==> config.mk <==
export PLATFORM = sky130hd
export DESIGN_NAME = pulse_meas
export DESIGN_NICKNAME = d
export VERILOG_FILES = /design/src/rtl/pulse_meas_pkg.sv /design/src/rtl/pulse_meas_lsb_find.sv /design/src/rtl/pulse_meas.sv
export SDC_FILE = /design/constraint.sdc
export NUM_CORES = 1
export LEC_CHECK = 0
export CORE_MARGIN = 4
export CORE_UTILIZATION = 47
export CTS_CLUSTER_DIAMETER = 120
export DETAILED_ROUTE_END_ITERATION = 8
export PLACE_DENSITY = 0.69
export SYNTH_ARGS = -nofsm -noshare
export SYNTH_HDL_FRONTEND = slang
export SYNTH_HIERARCHICAL = 1
export SYNTH_SLANG_ARGS = --single-unit
==> constraint.sdc <==
create_clock -name clk -period 23.8 [get_ports clk]
set_input_delay 7.14 -clock clk [delete_from_list [all_inputs] [get_ports clk]]
set_output_delay 7.14 -clock clk [all_outputs]
set_load 0.02 [all_outputs]
==> src/rtl/pulse_meas_pkg.sv <==
// Shared types and constants for the pulse-width measurement block.
package pulse_pkg;

   typedef enum logic {
      ST_IDLE,
      ST_IN_PULSE
   } state_t;

   localparam int DEF_DATA_WIDTH = 64;

   function automatic int log2(input int v);
      int r;
      r = 0;
      for (int i = 0; i < 31; i++) begin
         if ((32'sd1 <<< i) < v) r = i + 1;
      end
      return r;
   endfunction

endpackage

==> src/rtl/pulse_meas_lsb_find.sv <==
// Lowest-set-bit priority encoder: index of the least significant 1 and a found flag.
module lsb_find import pulse_pkg::*; #(
   parameter int W  = DEF_DATA_WIDTH,
   parameter int IW = log2(W)
) (
   input  logic [W-1:0]  i_vec,
   output logic [IW-1:0] o_idx,
   output logic          o_found
);

   always_comb begin
      o_idx   = '0;
      o_found = 1'b0;
      for (int i = W - 1; i >= 0; i--) begin
         if (i_vec[i]) begin
            o_idx   = IW'(i);
            o_found = 1'b1;
         end
      end
   end

endmodule

==> src/rtl/pulse_meas.sv <==
// Measures high-time and start position of pulses in a parallel bit stream, one word per valid cycle.
module pulse_meas import pulse_pkg::*; #(
   parameter  int DATA_WIDTH = DEF_DATA_WIDTH,
   parameter  int CNT_W      = 16,
   parameter  int WCNT_W     = 32,
   localparam int IDX_W      = log2(DATA_WIDTH),
   localparam int TS_W       = WCNT_W + IDX_W
) (
   input  logic                  clk,
   input  logic                  rst,
   input  logic [DATA_WIDTH-1:0] i_data,
   input  logic                  i_valid,
   output logic                  o_done,
   output logic [CNT_W-1:0]      o_width,
   output logic [TS_W-1:0]       o_start,
   output logic                  o_sat,
   output logic                  o_busy,
   output logic                  o_err
);

   localparam int SUM_W = CNT_W + IDX_W + 2;
   localparam logic [SUM_W-1:0]      MAX_W = SUM_W'({CNT_W{1'b1}});
   localparam logic [DATA_WIDTH-1:0] ONES  = '1;

   state_t              r_state;
   logic                r_prev;
   logic [WCNT_W-1:0]   r_wcnt;
   logic [CNT_W-1:0]    r_acc;
   logic                r_sat;
   logic [TS_W-1:0]     r_start;

   logic [DATA_WIDTH-1:0] w_ext, w_rise, w_fall, w_fall_m, w_above_r, w_above_f;
   logic [IDX_W-1:0]      w_r_idx, w_f_idx;
   logic                  w_r_found, w_f_found, w_in, w_complete, w_err, w_over, w_sat;
   logic [SUM_W-1:0]      w_base, w_add, w_sum;
   logic [CNT_W-1:0]      w_width;
   logic [TS_W-1:0]       w_start_now;

   // Bit i of w_ext is the sample immediately preceding i_data[i].
   assign w_ext  = {i_data[DATA_WIDTH-2:0], r_prev};
   assign w_rise = i_data & ~w_ext;
   assign w_fall = ~i_data & w_ext;
   assign w_in   = (r_state == ST_IN_PULSE);

   lsb_find #(.W(DATA_WIDTH), .IW(IDX_W)) u_rise_find (
      .i_vec   (w_rise),
      .o_idx   (w_r_idx),
      .o_found (w_r_found)
   );

   // When idle, only a fall after the new rise can close the pulse.
   assign w_above_r = (ONES << w_r_idx) << 1;
   assign w_fall_m  = w_in ? w_fall : (w_fall & w_above_r);

   lsb_find #(.W(DATA_WIDTH), .IW(IDX_W)) u_fall_find (
      .i_vec   (w_fall_m),
      .o_idx   (w_f_idx),
      .o_found (w_f_found)
   );

   assign w_complete  = w_f_found && (w_in || w_r_found);
   assign w_above_f   = (ONES << w_f_idx) << 1;
   assign w_err       = w_complete && (|(w_rise & w_above_f));
   assign w_start_now = {r_wcnt, w_r_idx};

   always_comb begin
      w_add = '0;
      if (w_in)
         w_add = w_f_found ? SUM_W'(w_f_idx) : SUM_W'(DATA_WIDTH);
      else if (w_f_found)
         w_add = SUM_W'(w_f_idx) - SUM_W'(w_r_idx);
      else
         w_add = SUM_W'(DATA_WIDTH) - SUM_W'(w_r_idx);
   end

   assign w_base  = w_in ? SUM_W'(r_acc) : '0;
   assign w_sum   = w_base + w_add;
   assign w_over  = (w_sum > MAX_W);
   assign w_width = w_over ? {CNT_W{1'b1}} : w_sum[CNT_W-1:0];
   assign w_sat   = (w_in & r_sat) | w_over;
   assign o_busy  = w_in;

   always_ff @(posedge clk) begin
      if (rst) begin
         r_state <= ST_IDLE;
         r_prev  <= 1'b0;
         r_wcnt  <= '0;
         r_acc   <= '0;
         r_sat   <= 1'b0;
         r_start <= '0;
         o_done  <= 1'b0;
         o_width <= '0;
         o_start <= '0;
         o_sat   <= 1'b0;
         o_err   <= 1'b0;
      end else begin
         o_done <= 1'b0;
         if (i_valid) begin
            r_prev <= i_data[DATA_WIDTH-1];
            r_wcnt <= r_wcnt + WCNT_W'(1);
            if (w_complete) begin
               o_done  <= 1'b1;
               o_width <= w_width;
               o_sat   <= w_sat;
               o_start <= w_in ? r_start : w_start_now;
               r_state <= ST_IDLE;
               r_acc   <= '0;
               if (w_err) o_err <= 1'b1;
            end else if (w_in || w_r_found) begin
               r_acc   <= w_width;
               r_sat   <= w_sat;
               r_state <= ST_IN_PULSE;
               if (!w_in) r_start <= w_start_now;
            end
         end
      end
   end

endmodule
# After elaboration in Yosys (flattened, before gate mapping)
# Index checks and enable logic that the tools add are counted.
[classes]
muxes = 268
bitwise_logic = 10
shifts = 2
n_lt_le_gt_ge = 1
n_addsub = 4
reduce_logical = 10
[ops]
columns = ["cell", "n"]
rows = [
  ["two-way mux 6 bit", 128],
  ["AND 64 bit", 4],
  ["two-way mux 1 bit", 131],
  ["NOT 64 bit", 2],
  ["<< shifter 64 x 6 -> 63 bit (first input constant)", 2],
  ["two-way mux 16 bit", 4],
  ["two-way mux 64 bit", 1],
  ["OR reduction 64 bit", 1],
  ["two-way mux 24 bit", 2],
  ["two-way mux 38 bit", 1],
  ["adder 32 x 1 -> 32 bit (second input constant)", 1],
  ["adder 16 x 24 -> 24 bit", 1],
  ["> comparator 24 x 16 -> 1 bit (second input constant)", 1],
  ["subtractor 7 x 6 -> 8 bit (first input constant)", 1],
  ["two-way mux 7 bit", 1],
  ["subtractor 6 x 6 -> 7 bit", 1],
  ["AND reduction 3 bit", 2],
  ["AND reduction 2 bit", 2],
  ["logical AND 1 bit", 2],
  ["NOT 1 bit", 2],
  ["nonzero test 2 bit", 1],
  ["OR reduction 2 bit", 1],
  ["AND 1 bit", 1],
  ["logical OR 1 bit", 1],
  ["OR 1 bit", 1],
]
[totals]
ff_bits = 146
word_cells = 306
inputBits = 67

# Longest topological paths before layout
# Gate-level depths: netlist of run 1.
[logic_depth]
depth_word = 141
ltp_mapped = 41
depth_no_buf = 37

# Cells and area by module
# Netlist of run 1, hierarchy kept.
[modules_own_cells]
columns = ["module", "n_inst", "seq_area_each_um2", "area_each_um2", "cells_per_inst"]
rows = [
  ["pulse_meas", 1, 2922.8, 9095.0, 1193],
  ["lsb_find", 2, 0.0, 763.2, 140],
]

# Worst setup path after synthesis of run 1
# Ideal clock, no wire load.
[synth_timing]
path_kind = "input -> register"
from = "input port i_data[31]"
to = "register o_width[13]"
required_time_ps = 23668
n_path_buf = 3
setup_slack_ps = 9771
arrival_ps = 13897
setup_time_ps = 132
stages = 31
cell_sequence = "nor2b_1 > or4_4 > or2_1 > a311oi_1 > nor2_1 > clkbuf_1 > nor2_1 > a21oi_1 > a2111oi_0 > a2111oi_1 > o2bb2ai_1 > a31oi_1 > o211ai_1 > clkbuf_1 > inv_1 > ha_1 > inv_1 > fa_1 > a21o_1 > a21oi_1 > o21ai_0 > inv_1 > ha_1 > a21o_2 > o2bb2ai_1 > a21o_2 > o41ai_2 > nand3_1 > buf_2 > a211oi_2 > nor3_1"
[synth_via]
elab_cells_between_ends = 212
[synth_lines]
columns = ["element", "line_no", "text"]
rows = [
  ["from (decl)", "pulse_meas.sv:11", "input logic [DATA_WIDTH-1:0] i_data,"],
  ["NOT 64 bit", "pulse_meas.sv:41", "assign w_rise = i_data & ~w_ext;"],
  ["AND 64 bit (*)", "pulse_meas.sv:41", ""],
  ["two-way mux 6 bit", "pulse_meas_lsb_find.sv:15", "if (i_vec[i]) begin"],
  ["two-way mux 6 bit (*) (32 in a row)", "pulse_meas_lsb_find.sv:15", ""],
  ["net w_r_idx[4]", "pulse_meas.sv:33", "logic [IDX_W-1:0] w_r_idx, w_f_idx;"],
  ["<< shifter 64 x 6 -> 63 bit (*)", "pulse_meas.sv:52", "assign w_above_r = (ONES << w_r_idx) << 1;"],
  ["AND 64 bit (*)", "pulse_meas.sv:53", "assign w_fall_m = w_in ? w_fall : (w_fall & w_above_r);"],
  ["two-way mux 64 bit (*)", "pulse_meas.sv:53", ""],
  ["net w_fall_m[6]", "pulse_meas.sv:32", "logic [DATA_WIDTH-1:0] w_ext, w_rise, w_fall, w_fall_m, w_above_r, w_above_f;"],
  ["two-way mux 6 bit (*) (7 in a row)", "pulse_meas_lsb_find.sv:15", ""],
  ["net w_f_idx[0]", "pulse_meas.sv:33", ""],
  ["subtractor 6 x 6 -> 7 bit", "pulse_meas.sv:71", "w_add = SUM_W'(w_f_idx) - SUM_W'(w_r_idx);"],
  ["two-way mux 24 bit", "pulse_meas.sv:70", "else if (w_f_found)"],
  ["two-way mux 24 bit (*)", "pulse_meas.sv:68", "if (w_in)"],
  ["adder 16 x 24 -> 24 bit (*)", "pulse_meas.sv:77", "assign w_sum = w_base + w_add;"],
  ["> comparator 24 x 16 -> 1 bit", "pulse_meas.sv:78", "assign w_over = (w_sum > MAX_W);"],
  ["two-way mux 16 bit (*)", "pulse_meas.sv:79", "assign w_width = w_over ? {CNT_W{1'b1}} : w_sum[CNT_W-1:0];"],
  ["to (signal assigned)", "pulse_meas.sv:103", "o_width <= w_width;"],
  ["to (decl)", "pulse_meas.sv:14", "output logic [CNT_W-1:0] o_width,"],
]
# The timed path passes the listed nets; every way through them passes the cells marked *.
# A chain may end at the register's enable or synchronous reset.

# Worst setup path after layout of run 1
[layout_timing]
from = "input port i_data[6]"
to = "register r_acc[9]"
[layout_via]
elab_cells_between_ends = 165
[layout_lines]
columns = ["element", "line_no", "text"]
rows = [
  ["AND 64 bit (*)", "pulse_meas.sv:41", ""],
  ["net w_rise[6]", "pulse_meas.sv:32", ""],
  ["two-way mux 6 bit (*) (7 in a row)", "pulse_meas_lsb_find.sv:15", ""],
  ["net w_r_idx[5]", "pulse_meas.sv:33", ""],
  ["<< shifter 64 x 6 -> 63 bit (*)", "pulse_meas.sv:52", ""],
  ["AND 64 bit (*)", "pulse_meas.sv:53", ""],
  ["two-way mux 64 bit (*)", "pulse_meas.sv:53", ""],
  ["net w_fall_m[6]", "pulse_meas.sv:32", ""],
  ["(+7 left out)", "--", ""],
  ["net w_f_idx[0]", "pulse_meas.sv:33", ""],
  ["subtractor 6 x 6 -> 7 bit", "pulse_meas.sv:71", ""],
  ["two-way mux 24 bit", "pulse_meas.sv:70", ""],
  ["two-way mux 24 bit (*)", "pulse_meas.sv:68", ""],
  ["adder 16 x 24 -> 24 bit (*)", "pulse_meas.sv:77", ""],
  ["> comparator 24 x 16 -> 1 bit", "pulse_meas.sv:78", ""],
  ["two-way mux 16 bit (*)", "pulse_meas.sv:79", ""],
  ["two-way mux 16 bit (*)", "pulse_meas.sv:109", "end else if (w_in || w_r_found) begin"],
  ["two-way mux 16 bit (*)", "pulse_meas.sv:101", "if (w_complete) begin"],
  ["to (signal assigned)", "pulse_meas.sv:110", "r_acc <= w_width;"],
  ["to (decl)", "pulse_meas.sv:28", "logic [CNT_W-1:0] r_acc;"],
]
# The timed path passes the listed nets; every way through them passes the cells marked *. The select of a mux whose other input is x is not followed.

==> results.sh, run 1 <==
export IMPL_outcome="completed"
export IMPL_reg2reg_from="r_prev"
export IMPL_hold_viol=0
export IMPL_diodes=0
export IMPL_gp_congestion=1.03
export IMPL_synth_nets=1570
export IMPL_start_kind="input pin"
export IMPL_hold_path_end="r_start[10]"
export IMPL_synthCells=1473
export IMPL_root_buffer="clkbuf_16"
export IMPL_worstMarginPinSlew_ns=1.36
export IMPL_synth_cell_types=78
export IMPL_fin_hold_ws_ns=0.454
export IMPL_vias_per_cell=6.19
export IMPL_die_h_um=158
export IMPL_peakVddDrop_mv=0.0395
export IMPL_drt_iter0_markers=1031
export IMPL_hold_start="r_start[10]"
export IMPL_grt_overflow_total=0
export IMPL_cap_violations=0
export IMPL_clkLatencyLatePin_ns=0.43
export IMPL_layout_min_cycle_time_ns=17.81
export IMPL_ys_flop_type="dfxtp_1"
export IMPL_cts_hold_buf=0
export IMPL_cp_arrival_ns=18.14
export IMPL_cts_buffers=17
export IMPL_critPathMaxStageDelay_ns=1.11
export IMPL_grt_max_degree=104
export IMPL_die_area_um2=25100
export IMPL_fin_setup_tns_ns=0
export IMPL_cts_resized=0
export IMPL_grt_use_total_pct=30.7
export IMPL_cp_max_fo=14
export IMPL_ant_nets=0
export IMPL_final_common_cell="nor2_1"
export IMPL_grt_pass1_wl_um=60700
export IMPL_num_rows=54
export IMPL_clk_pin_slew_worst_paths_ns=0.07
export IMPL_finalSetupViolations=0
export IMPL_syn_avg_cell_area_um2=7.21
export IMPL_ctsLongestPathBuffers=2
export IMPL_post_route_util_pct=57.5
export IMPL_rsz0062_at_grt="no"
export IMPL_cts_tree="built"
export IMPL_dp_hpwl_um=29400
export IMPL_min_period_over_period_pct=74.8
export IMPL_final_cell_mix="nor2_1, dfxtp_1, nand2_1"
export IMPL_cts_sinks=146
export IMPL_cts_htree_levels=4
export IMPL_slew_headroom_pct=8.75
export IMPL_area_growth_pct=19.1
export IMPL_fmax_mhz=56.1
export IMPL_crit_path_top_delay_cell="o211ai_1"
export IMPL_wire_per_inst_um=21.0
export IMPL_post_cts_setup_buffers=0
export IMPL_hp_class="register to register"
export IMPL_crit_type="input pin to register"
export IMPL_drt_pass1_iter_count=5
export IMPL_final_nets=1658
export IMPL_via_count=11500
export IMPL_p_total_uw=776
export IMPL_finalClockSkew_ns=0.0168
export IMPL_path_common_cell="inv_1"
export IMPL_holdPathStages=2
export IMPL_r2r_slack_ns=13.05
export IMPL_die_x_um=158
export IMPL_ys_seq_area_share_pct=27.5
export IMPL_remaining_drc_errors=0
export IMPL_startpoint="i_data[6]"
export IMPL_grt_pass1_vias=11000
export IMPL_portBuffers=124
export IMPL_p_per_area_nw_per_um2=61.3
export IMPL_slew_violations=0
export IMPL_cellLeakagePower_uw=0.00449
export IMPL_drive_gt1_share_pct=4.76
export IMPL_yosysWarnings=6
export IMPL_endpoint_kind="register"
export IMPL_initial_core_util_pct=48.2
export IMPL_worstRegToRegCells=27
export IMPL_antenna_found_initial=0
export IMPL_core_area_um2=22000
export IMPL_syn_area_um2=10600
export IMPL_timing_rr_end="r_acc[9]"
export IMPL_wl_um=38900
export IMPL_async_reset_ff_share_pct=0
export IMPL_ys_seq_elements=146
export IMPL_synth_edf_count=0
export IMPL_io_pins=125
export IMPL_crit_required_ns=24.13
-- critical path, delay by kind of cell --
kind | cells | cell delay [ns]
AND/OR/NAND/NOR | 9 | 3.75
AO/OA/AOI/OAI | 11 | 4.39
adder cells (fa/ha/maj) | 3 | 1.02
buffers and inverters | 5 | 1.82
-- logic make-up (layout without fill, tap and decap cells) --
| kind of cell | Yosys count | in the layout | share of synthesized area, % |
|---|---|---|---|
| simple gates | 692 | 692 | 32.7 |
| compound gates | 391 | 391 | 23.9 |
| flops | 146 | 146 | 27.5 |
| fa+ha+maj | 31 | 31 | 3.77 |
| buf+inv | 132 | 233 | 4.96 |
| xor+xnor | 41 | 41 | 3.38 |
| mux | 40 | 40 | 3.78 |
-- registers in the layout, indices dropped and copies added (netlist names) --
name,count
o_start,38
r_start,38
r_wcnt,32
o_width,16
r_acc,16
o_busy,1
o_done,1
o_err,1
o_sat,1
r_prev,1
r_sat,1
-- power by group --
part           total (uW)  switching, uW  internal (uW)
combinational         246            153           93.0
sequential            260           7.40            253
clock                 270            127            143
total                 776            287            489
-- cell usage after synthesis, drive strengths merged, types with 19 or more instances --
cell	n	area (um2)
nor3b	23	173
nor2	221	835
a21oi	139	722
clkbuf	58	218
mux2i	39	390
nand2	144	543
dfxtp	146	2920
nor2b	61	382
a211oi	64	485
and2	25	156
inv	62	233
ha	28	350
nand3	33	165
nor3	46	230
xor2	22	193
o21ai	69	345
xnor2	19	166
nor4	38	244
nor4b	21	184
-- layout make-up --
cell class | count | area [um2]
clock inverters | 15 | 191
flip-flops and latches | 146 | 2930
clock buffers | 17 | 425
repair buffers | 138 | 1340
inverters | 63 | 236
multi-input cells | 1195 | 7180
well taps | 280 | 350
fillers | 2135 | 9370
-- worst max path at each step --
stage               slack (ns)          end  cells after the start
CTS                       6.50     r_acc[9]                     29
global route              5.15    r_acc[10]                     28
floorplan                 9.77  o_width[13]                     31
finish                    5.99     r_acc[9]                     28
detailed placement        6.05  o_width[10]                     29
global placement          5.87  o_width[10]                     28
-- metal layers --
layer	wire length, um	vias to the layer above	share of wire (%)	GRT usage [%]
met5	0	-	0	0
met4	1180	0	3.0	10.4
met3	3110	95	8.0	6.14
met2	18400	497	47	51.3
met1	16200	5403	42	39.7
li1	-	5488	-	-
-- through the flow --
step	area [um2]	worst slack, ns	cells
2_1_floorplan	10600	9.77	1473
3_3_place_gp	12000	5.87	1822
3_5_place_dp	12000	6.05	1822
4_1_cts	12700	6.50	1854
5_1_grt	12700	5.15	1854
6_report	12700	5.99	1854
Note: power is estimated with default switching activity, not from simulation.
==> inputs of run 2 (changes only) <==
==> constraint.sdc (replaced) <==
create_clock -name clk -period 18.7 [get_ports clk]
set_input_delay 5.61 -clock clk [delete_from_list [all_inputs] [get_ports clk]]
set_output_delay 5.61 -clock clk [all_outputs]
set_load 0.02 [all_outputs]
==> run 2 against run 1 <==
  * The run now ends with DRC left
  * Critical path depth is 3 higher
  * Utilization hardly changed
  * First-iteration DRC count is 16% higher
==> results.sh, run 2 (synthesis results as in run 1) <==
export IMPL_outcome="complete, but fails checks"
export IMPL_violations="DRC"
export IMPL_crit_required_ns=18.97
export IMPL_peakVddDrop_mv=0.0574
export IMPL_remaining_drc_errors=1
export IMPL_hold_viol=0
export IMPL_clkLatencyLatePin_ns=0.43
export IMPL_num_rows=54
export IMPL_grt_overflow_total=0
export IMPL_hp_class="register to register"
export IMPL_p_comb_share_pct=32.0
export IMPL_cp_arrival_ns=15.82
export IMPL_grt_pass1_wl_um=58800
export IMPL_start_kind="input pin"
export IMPL_crit_path_top_delay_cell="a2111oi_1"
export IMPL_p_int_uw=621
export IMPL_core_area_um2=22000
export IMPL_diodes=0
export IMPL_drt_iter0_markers=1196
export IMPL_finalClockSkew_ns=0.0179
export IMPL_via_count=11500
export IMPL_crit_type="input pin to register"
export IMPL_post_cts_setup_buffers=0
export IMPL_cts_resized=0
export IMPL_io_pins=125
export IMPL_area_growth_pct=19.1
export IMPL_final_nets=1658
export IMPL_wl_um=37200
export IMPL_grt_pass1_vias=11000
export IMPL_drive_gt1_share_pct=4.70
export IMPL_critPathTopFamily="compound AO/OA/AOI/OAI gates"
export IMPL_root_buffer="clkbuf_16"
export IMPL_worst_path_buf_inv=5
export IMPL_finalSetupViolations=0
export IMPL_die_h_um=158
export IMPL_slew_violations=0
export IMPL_dp_cells=1822
export IMPL_cts_htree_levels=4
export IMPL_reg_top3="o_start (38), r_start (38), r_wcnt (32)"
export IMPL_ctsLongestPathBuffers=2
export IMPL_portBuffers=124
export IMPL_dp_hpwl_um=28000
export IMPL_die_x_um=158
export IMPL_gp_congestion=1.05
export IMPL_cts_sinks=146
export IMPL_clkPwrFrac_pct=34.6
export IMPL_ant_nets=0
export IMPL_layout_min_cycle_time_ns=15.55
export IMPL_vias_per_cell=6.19
export IMPL_die_area_um2=25100
export IMPL_final_cell_mix="nor2_1, dfxtp_1, nand2_1"
export IMPL_fin_cells=1854
export IMPL_path_common_cell="inv_1"
export IMPL_cp_max_fo=15
export IMPL_fin_setup_tns_ns=0
export IMPL_cap_violations=0
export IMPL_grt_max_degree=104
export IMPL_clk_pin_slew_worst_paths_ns=0.08
export IMPL_p_sw_share_pct=37.0
export IMPL_drt_pass1_iter_count=8
export IMPL_fmax_mhz=64.3
export IMPL_antenna_found_initial=0
export IMPL_endpoint_kind="register"
export IMPL_worstMarginPinSlew_ns=1.15
export IMPL_min_period_over_period_pct=83.1
export IMPL_final_common_cell="nor2_1"
export IMPL_wire_per_inst_um=20.1
export IMPL_p_sw_uw=365
export IMPL_cts_tree="built"
export IMPL_critPathMaxStageDelay_ns=1.03
export IMPL_slew_headroom_pct=21.2
export IMPL_grt_use_total_pct=29.4
export IMPL_cellLeakagePower_uw=0.00449
export IMPL_p_per_area_nw_per_um2=78.0
export IMPL_seqPwrFrac_pct=33.4
export IMPL_initial_core_util_pct=48.2
export IMPL_cts_hold_buf=0
export IMPL_cts_buffers=17
export IMPL_rsz0062_at_grt="no"
run 2: changes by cell type in the layout (fill, tap and decap cells not counted):
cell	delta
inv_6	+2
inv_8	-1
inv_12	-1
a21boi_2	-1
a21boi_1	+1
clkinv_8	+1
clkinv_4	-1
run 2: tightest hold or removal path: stages, from the launching register on:
cell and delay, ns:
dfxtp_1 0.31, nand2_1 0.05, a21oi_1 0.05
run 2: area by class of cell:
type                       count  area, um2
clock buffer                  17        425
clock inverter                15        189
fill                        2132       9380
inverter                      63        236
multi-input combinational   1195       7180
sequential                   146       2930
tap                          280        350
timing repair buffer         138       1340
run 2: routing by layer:
metal / up-vias / share of wire (%) / GRT usage [%]
li1: 5501 / - / -
met1: 5302 / 42 / 38.5
met2: 565 / 46 / 47.6
met3: 116 / 7.9 / 5.87
met4: 0 / 3.9 / 12.0
met5: - / 0 / 0
run 2: power by group through the flow:
stage / logic [uW] / clock network [uW] / registers, uW
6_report: 315 / 342 / 330
4_1_cts: 309 / 347 / 330
3_3_place_gp: 305 / 0 / 336
3_5_place_dp: 306 / 0 / 336
5_1_grt: 341 / 363 / 331
2_1_floorplan: 190 / 0 / 347
run 2: final timing paths:
kind                from           to  slack [ns]  cells past startpoint
min          r_start[10]  r_start[10]        0.45                      2
min reg2reg  r_start[10]  r_start[10]        0.45                      2
max           i_data[52]   o_width[8]        3.15                     31
max reg2reg       r_prev   o_width[8]        9.10                     28
run 2: through the flow:
stage          instance area, um2  hold WS [ns]  total power [uW]  utilization, %  setup slack, ns
3_3_place_gp                12000         0.440               641            54.6             3.30
3_5_place_dp                12000         0.446               642            54.6             3.10
2_1_floorplan               10600         0.436               536               -             6.20
6_report                    12600         0.454               986            57.4             3.15
5_1_grt                     12600         0.468              1040            57.4             2.47
4_1_cts                     12600         0.456               986            57.4             3.53
==> inputs of run 3 (changes only) <==
==> constraint.sdc (replaced) <==
create_clock -name clk -period 15.1 [get_ports clk]
set_input_delay 4.53 -clock clk [delete_from_list [all_inputs] [get_ports clk]]
set_output_delay 4.53 -clock clk [all_outputs]
set_load 0.02 [all_outputs]
==> run 3 against run 2 <==
  * Setup slack lost 1.8 ns
  * The run now ends clean
  * Die area is the same
  * Critical endpoint unchanged
  * Via count grew 0.43%
==> results.sh, run 3 (synthesis results as in run 1) <==
export IMPL_dp_cells=1827
export IMPL_area_growth_pct=19.4
export IMPL_outcome="completed"
export IMPL_drt_pass1_iter_count=6
export IMPL_portBuffers=124
export IMPL_die_h_um=158
export IMPL_reg_top3="o_start (38), r_start (38), r_wcnt (32)"
export IMPL_cts_resized=0
export IMPL_clkLatencyLatePin_ns=0.43
export IMPL_cts_tree="built"
export IMPL_dp_hpwl_um=28900
export IMPL_drive_gt1_share_pct=5.00
export IMPL_grt_max_degree=104
export IMPL_crit_type="input pin to register"
export IMPL_finalClockSkew_ns=0.0218
export IMPL_p_total_uw=1230
export IMPL_fmax_mhz=72.7
export IMPL_rsz0062_at_grt="no"
export IMPL_core_area_um2=22000
export IMPL_diodes=0
export IMPL_clk_pin_slew_worst_paths_ns=0.08
export IMPL_ant_nets=0
export IMPL_root_buffer="clkbuf_16"
export IMPL_hold_viol=0
export IMPL_num_rows=54
export IMPL_grt_pass1_vias=10900
export IMPL_final_common_cell="nor2_1"
export IMPL_worstRegToRegCells=30
export IMPL_grt_overflow_total=0
export IMPL_initial_core_util_pct=48.2
export IMPL_grt_use_total_pct=30.3
export IMPL_critPathMaxStageDelay_ns=0.85
export IMPL_drt_iter0_markers=1080
export IMPL_gp_congestion=1.04
export IMPL_io_pins=125
export IMPL_slew_headroom_pct=28.6
export IMPL_p_per_area_nw_per_um2=97.1
export IMPL_via_count=11500
export IMPL_cts_htree_levels=4
export IMPL_endpoint_kind="register"
export IMPL_crit_required_ns=15.44
export IMPL_holdPathStages=2
export IMPL_layout_min_cycle_time_ns=13.75
export IMPL_die_area_um2=25100
export IMPL_start_kind="input pin"
export IMPL_worstMarginPinSlew_ns=1.04
export IMPL_post_cts_setup_buffers=0
export IMPL_cp_arrival_ns=14.08
export IMPL_min_period_over_period_pct=91.0
export IMPL_final_nets=1663
export IMPL_die_x_um=158
export IMPL_finalSetupViolations=0
export IMPL_peakVddDrop_mv=0.0716
export IMPL_cp_max_fo=14
export IMPL_cts_buffers=17
export IMPL_crit_path_top_delay_cell="a2111oi_1"
export IMPL_path_common_cell="inv_1"
export IMPL_cap_violations=0
export IMPL_cellLeakagePower_uw=0.00452
export IMPL_fin_cells=1859
export IMPL_antenna_found_initial=0
export IMPL_grt_pass1_wl_um=60500
export IMPL_hp_class="register to register"
export IMPL_wl_um=38600
export IMPL_nFillCells=2120
export IMPL_cts_hold_buf=0
export IMPL_final_cell_mix="nor2_1, dfxtp_1, nand2_1"
export IMPL_ctsLongestPathBuffers=2
export IMPL_wire_per_inst_um=20.8
export IMPL_remaining_drc_errors=0
export IMPL_fin_setup_tns_ns=0
export IMPL_cts_sinks=146
export IMPL_slew_violations=0
export IMPL_vias_per_cell=6.20
==> run 3: cell count changes in the layout (fill, tap and decap cells not counted), sizes merged <==
cell      delta
buf          +5
clkinvlp     -1
inv          +1
==> run 3: per-layer routing <==
metal / part of all wire [%] / wire length (um) / global-route usage [%]
met4: 4.0 / 1530 / 11.2
met3: 8.0 / 3080 / 5.54
met1: 43 / 16400 / 40.6
met2: 45 / 17600 / 48.9
met5: 0 / 0 / 0
==> run 3: worst paths after layout <==
path,from,endpoint,slack (ns)
worst min-delay path,r_start[28],r_start[28],0.46
worst min register to register,r_start[28],r_start[28],0.46
worst max register to register,r_prev,o_width[8],6.16
worst max-delay path,i_data[61],o_width[8],1.35
==> run 3: final cells by class <==
type | count | area (um2) | area share [%]
clock buffers | 17 | 425 | 3.35
clock inverters | 15 | 188 | 1.48
inverters | 63 | 236 | 1.86
multi-input cells | 1195 | 7180 | 56.6
flip-flops and latches | 146 | 2930 | 23.1
well taps | 280 | 350 | 2.76
repair buffers | 143 | 1380 | 10.9
==> run 3: per-stage QoR <==
step	util (%)	worst slack [ns]	instance area, um2	hold WS, ns
detailed placement	54.8	1.23	12100	0.446
finish	57.6	1.35	12700	0.456
floorplan	-	3.68	10600	0.436
global placement	54.8	1.22	12100	0.441
global route	57.6	0.508	12700	0.472
CTS	57.6	1.57	12700	0.456
==> run 3: power breakdown <==
part	internal (uW)	switching (uW)	leakage, uW
combinational	150	243	0.00303
sequential	398	10.1	0.00119
clock	226	205	0.000294
==> run 3: critical path: cells and delay by family <==
kind	cells	cell delay, ns
AOI/OAI and AO/OA	18	4.41
buffers and inverters	11	2.13
and+or+nand+nor	4	1.66
adders and majority gates	5	1.35
